### src/rtl/gray_conv_pkg.sv
// Shared definitions for the Gray-code conversion arbiter and its conversion unit.
package gray_conv_pkg;

  localparam int unsigned CODE_W = 4;

  // Direction encoding carried on req_mode/out_mode.
  localparam logic MODE_B2G = 1'b0;
  localparam logic MODE_G2B = 1'b1;

  typedef logic [CODE_W-1:0] code_t;

  // Ceiling log2, used to size requester IDs.
  function automatic int unsigned clog2(input int unsigned n);
    int unsigned r;
    r = 0;
    for (int unsigned i = 0; i < 32; i++) begin
      if ((64'd1 << i) < 64'(n)) begin
        r = i + 1;
      end
    end
    return r;
  endfunction

endpackage

### src/rtl/gray_code_unit.sv
// Combinational binary<->Gray converter; mode selects the direction.
module gray_code_unit
  import gray_conv_pkg::*;
(
  input  code_t code_in,
  input  logic  mode,
  output code_t code_out
);

  code_t b2g;
  code_t g2b;

  assign b2g = code_in ^ (code_in >> 1);

  // Gray->binary is a prefix XOR running from the MSB down.
  always_comb begin
    g2b = '0;
    g2b[CODE_W-1] = code_in[CODE_W-1];
    for (int k = CODE_W - 2; k >= 0; k--) begin
      g2b[k] = g2b[k+1] ^ code_in[k];
    end
  end

  assign code_out = (mode == MODE_G2B) ? g2b : b2g;

endmodule

### src/rtl/gray_conv_arbiter.sv
// Round-robin arbiter sharing one Gray-code conversion unit among NREQ requesters.
// The converted result is registered and returned on a valid/ready channel with
// the requester ID and the direction used.
module gray_conv_arbiter
  import gray_conv_pkg::*;
#(
  parameter int unsigned NREQ = 4,
  parameter int unsigned W    = CODE_W,
  parameter int unsigned IDW  = clog2(NREQ)
) (
  input  logic              clk,
  input  logic              rst_n,
  input  logic [NREQ-1:0]   req_valid,
  input  logic [NREQ-1:0]   req_mode,
  input  logic [NREQ*W-1:0] req_data,
  output logic [NREQ-1:0]   req_ready,
  output logic              out_valid,
  output logic [W-1:0]      out_data,
  output logic [IDW-1:0]    out_id,
  output logic              out_mode,
  input  logic              out_ready
);

  logic [IDW-1:0]  rr_ptr_q, rr_ptr_d;
  logic            out_valid_q;
  code_t           out_data_q;
  logic [IDW-1:0]  out_id_q;
  logic            out_mode_q;

  logic            load;
  logic            grant_any;
  logic [IDW-1:0]  grant_idx;
  logic [NREQ-1:0] grant;
  code_t           sel_data;
  logic            sel_mode;
  code_t           conv_data;

  assign load = !out_valid_q || out_ready;

  // Round-robin search: lowest valid index at or above rr_ptr wins, otherwise
  // wrap to the lowest valid index overall.
  always_comb begin
    grant_any = 1'b0;
    grant_idx = '0;
    for (int i = NREQ - 1; i >= 0; i--) begin
      if (req_valid[i]) begin
        grant_any = 1'b1;
        grant_idx = IDW'(i);
      end
    end
    for (int i = NREQ - 1; i >= 0; i--) begin
      if (req_valid[i] && (i >= int'(rr_ptr_q))) begin
        grant_idx = IDW'(i);
      end
    end
  end

  assign grant     = grant_any ? (NREQ'(1) << grant_idx) : '0;
  assign req_ready = (rst_n && load) ? grant : '0;

  // Only the granted requester's fields reach the converter.
  always_comb begin
    sel_data = '0;
    sel_mode = MODE_B2G;
    for (int i = 0; i < NREQ; i++) begin
      if (grant_any && (grant_idx == IDW'(i))) begin
        sel_data = req_data[i*W +: W];
        sel_mode = req_mode[i];
      end
    end
  end

  gray_code_unit u_gray_code_unit (
    .code_in  (sel_data),
    .mode     (sel_mode),
    .code_out (conv_data)
  );

  // Pointer moves to the slot just after the winner.
  always_comb begin
    rr_ptr_d = rr_ptr_q;
    if (load && grant_any) begin
      rr_ptr_d = (grant_idx == IDW'(NREQ - 1)) ? '0 : grant_idx + IDW'(1);
    end
  end

  // Output register and pointer; stalled output holds everything stable.
  always_ff @(posedge clk) begin
    if (!rst_n) begin
      out_valid_q <= 1'b0;
      out_data_q  <= '0;
      out_id_q    <= '0;
      out_mode_q  <= MODE_B2G;
      rr_ptr_q    <= '0;
    end else begin
      rr_ptr_q <= rr_ptr_d;
      if (load) begin
        if (grant_any) begin
          out_valid_q <= 1'b1;
          out_data_q  <= conv_data;
          out_id_q    <= grant_idx;
          out_mode_q  <= sel_mode;
        end else begin
          out_valid_q <= 1'b0;
        end
      end
    end
  end

  assign out_valid = out_valid_q;
  assign out_data  = out_data_q;
  assign out_id    = out_id_q;
  assign out_mode  = out_mode_q;

endmodule

### config.mk
export PLATFORM = sky130hd
export DESIGN_NAME = gray_conv_arbiter
export DESIGN_NICKNAME = d
export VERILOG_FILES = /design/src/rtl/gray_conv_pkg.sv /design/src/rtl/gray_code_unit.sv /design/src/rtl/gray_conv_arbiter.sv
export SDC_FILE = /design/constraint.sdc
export NUM_CORES = 1
export LEC_CHECK = 0
export BUFFER_PORTS_ARGS = -buffer_cell sky130_fd_sc_hd__buf_2
export CAP_MARGIN = 0
export CORE_MARGIN = 2
export CORE_UTILIZATION = 35
export DETAILED_ROUTE_END_ITERATION = 10
export PLACE_DENSITY = 0.67
export SLEW_MARGIN = 20
export SYNTH_ARGS = -nofsm -noshare
export SYNTH_HDL_FRONTEND = slang
export SYNTH_HIERARCHICAL = 1
export SYNTH_SLANG_ARGS = --single-unit
### constraint.sdc
create_clock -name clk -period 3.2 [get_ports clk]
set_input_delay 0.64 -clock clk [delete_from_list [all_inputs] [get_ports clk]]
set_output_delay 0.64 -clock clk [all_outputs]
set_load 0.01 [all_outputs]
==> results by group <==
GRT
  • First-pass GRT wire length: 3084 um
  • GRT Util Overall: 0.1521
  • Vias in the first global route: 755
  • Largest net degree at the start of global routing: 16
  • Initial antenna violation count: 0
  • Total grt overflow: 0

Routing
  • Vias/cell: 4.893
  • Drt wl/cell: 11.08 um
  • DRT Pass-1 Iters: 4
  • DRC Markers: 0
  • Post-DRT Antenna Nets: 0
  • DR iter-0 viols: 14
  • Vias: 822
  • Final wirelength: 1862 um

Yosys
  • Main flop type after synthesis: dfxtp_1
  • Syn Inst Count: 105
  • Synthesized area per cell: 7.603 um2
  • Cell Area, Synth: 798.3 um2
  • Distinct cells, synth: 28
  • Seq/Total Area, Yosys: 0.2508
  • Ranking of synthesized cells by area: dfxtp_1, a21oi_1, ha_1, mux2i_1, nand2_1
  • Flops & latches, synth: 10
  • Area leader, netlist: dfxtp_1
  • Top-area cell type share of the netlist area: 0.2508
  • Yosys Warn Count: 6
  • Post-synth EDFFs: 0
  • Synth Net Count: 136
  • Asr flop ratio synth: 0

Floorplanning
  • FP Rows: 17
  • Die Wd: 51.76 um
  • Die height: 51.76 um
  • Initial Utilization: 0.3644
  • Top-Level Pins: 39
  • Core Footprint: 2191 um2
  • Die area: 2679 um2

CTS
  • Post-CTS setup buffer count: 0
  • CTS tree: done
  • Root buf cell: clkbuf_4
  • Clk slew on worst S/H paths: 60 ps
  • CTS Hold Bufs: 0
  • Clk_lat worst skew: 250 ps
  • Clock buffer count from CTS: 3
  • Clk sink count: 10
  • Post-CTS Resized: 0
  • H-tree depth: 1
  • CTS Buffer Depth: 2

Flow run
  • Maxcap violations: 0

Critical path
  • CP Buf/Inv Count: 4
  • Slowest-stage cell, CP: o22ai_1
  • Crit-path max FO: 10
  • Worst endpoint data arrival time: 2140 ps
  • CP top delay family: buffers and inverters
  • Critical path class: input port to output port
  • Critical Path, Cell by Cell: buf_2 -> nand2b_1 -> and2b_1 -> o22ai_1 -> inv_1 -> ha_1 -> inv_1 -> nor2_1 -> buf_2
  • Worst setup SP type: input port
  • Setup crit start: req_valid[0]
  • Delay of the slowest critical-path stage: 330 ps
  • Element type at the critical path end: output port
  • R2R Path Start: rr_ptr_q[0]
  • Worst Path Required: 2560 ps

Timing
  • Final hold violation count: 0
  • Worst slew pin tran: 598.6 ps
  • Setup TNS: 0 ps
  • Final setup fails: 0
  • Clock Skew: 0.2753 ps
  • Peak Freq: 359.7 MHz
  • Max-slew violations: 0
  • Fin crit share: 0.8687
  • Unrepaired setup endpoints after global routing: false
  • Max transition margin: 0.5991
  • Tmin final: 2780 ps

Worst hold path
  • Worst Hold Launch: out_mode
  • Hold WC Path Type: flop to flop

Final layout
  • Most frequent cells in the layout: buf_2, nand2_1, a21oi_1, dfxtp_1, inv_1
  • ANT cells: 0
  • Share of cells above drive strength 1: 0.3143
  • # fillers: 235
  • Syn-to-layout area delta: 26.65%
  • Most common cell after layout, fill and taps aside: buf_2
  • Layout Nets: 172

Power
  • Leak: 0.5519 nW
  • Power Density: 587.0 nW/um2
  • Final Total Pwr: 593.4 uW
  • Peak VDD IR: 0.2956 mV

Place
  • GP Congestion: 0.8045
  • Port Buf Inserts: 38
  • DP HPWL: 1514 um

Run status
  • Status: completed
[power by group]
group	total, mW	switching, mW	leakage (nW)	internal [mW]
clock network	0.109	0.0405	0.0210	0.0689
logic	0.311	0.168	0.448	0.143
registers	0.173	0.0174	0.0829	0.155
[metal layers]
layer  track usage  share of wire  wire [um]  vias to the layer above
met5             0              0          0                        -
li1              -              -          -                      430
met4       0.05263              0          0                        0
met3       0.02874          0.042         79                        0
met1        0.1844           0.45        830                      368
met2        0.2671           0.51        952                       24
[worst register-to-register path, delay by kind of cell (launching register included)]
| kind | cells | cell delay (ps) |
|---|---|---|
| compound gates | 4 | 730 |
| buf+inv | 1 | 120 |
| simple gates | 5 | 580 |
| flops | 1 | 330 |
| mux | 1 | 130 |
| xor+xnor | 2 | 340 |
| fa+ha+maj | 1 | 330 |
[flip-flops by register name, summed over array words and instances, names as in the netlist]
signal / count
out_data: 4
out_id: 2
out_mode: 1
out_valid: 1
rr_ptr_q: 2
[logic make-up after synthesis]
group	synth area share
multiplexers	0.06270
buffers and inverters	0.1034
XOR/XNOR	0.05487
AND/OR/NAND/NOR	0.2320
adder cells (fa/ha/maj)	0.06270
AO/OA/AOI/OAI	0.2336
flip-flops	0.2508
[area by class of cell]
type,instances,area (um2),share of cell area
Tap cell,28,35.03,0.03465
Inverter,9,33.78,0.03342
Sequential cell,10,200.2,0.1980
Clock buffer,4,36.28,0.03589
Timing Repair Buffer,38,190.2,0.1881
Multi-Input combinational cell,79,515.5,0.5099
[worst paths after layout]
| check | end | slack (ps) | depth (start not counted) |
|---|---|---|---|
| max | req_ready[3] | 420 | 9 |
| min | out_mode | 480 | 2 |
| max reg2reg | out_data[0] | 550 | 14 |
| min reg2reg | out_mode | 480 | 2 |
[cell usage after synthesis (2+ instances only)]
cell,n
xor2_1,3
a22oi_1,4
and3_1,3
clkbuf_1,4
dfxtp_1,10
nand2b_1,3
nor2_1,8
xnor2_1,2
inv_1,9
a21oi_1,10
mux2i_1,5
o21ai_0,5
ha_1,4
nor2b_1,5
o22ai_1,5
nand2_1,13
[per-stage QoR]
stage	hold WS, ps	cell area, um2	util	setup slack, ps	cells
final	481.8	1011	0.4615	420.2	168
after global routing	513.8	1011	0.4615	162.6	168
after CTS	487.4	1011	0.4615	422.0	168
after detailed placement	474.4	974.7	0.4449	156.2	164
after global placement	464.3	974.7	0.4449	211.1	164
after floorplan	490.5	798.3	-	549.7	105
Note: power is estimated with default switching activity, not from simulation.
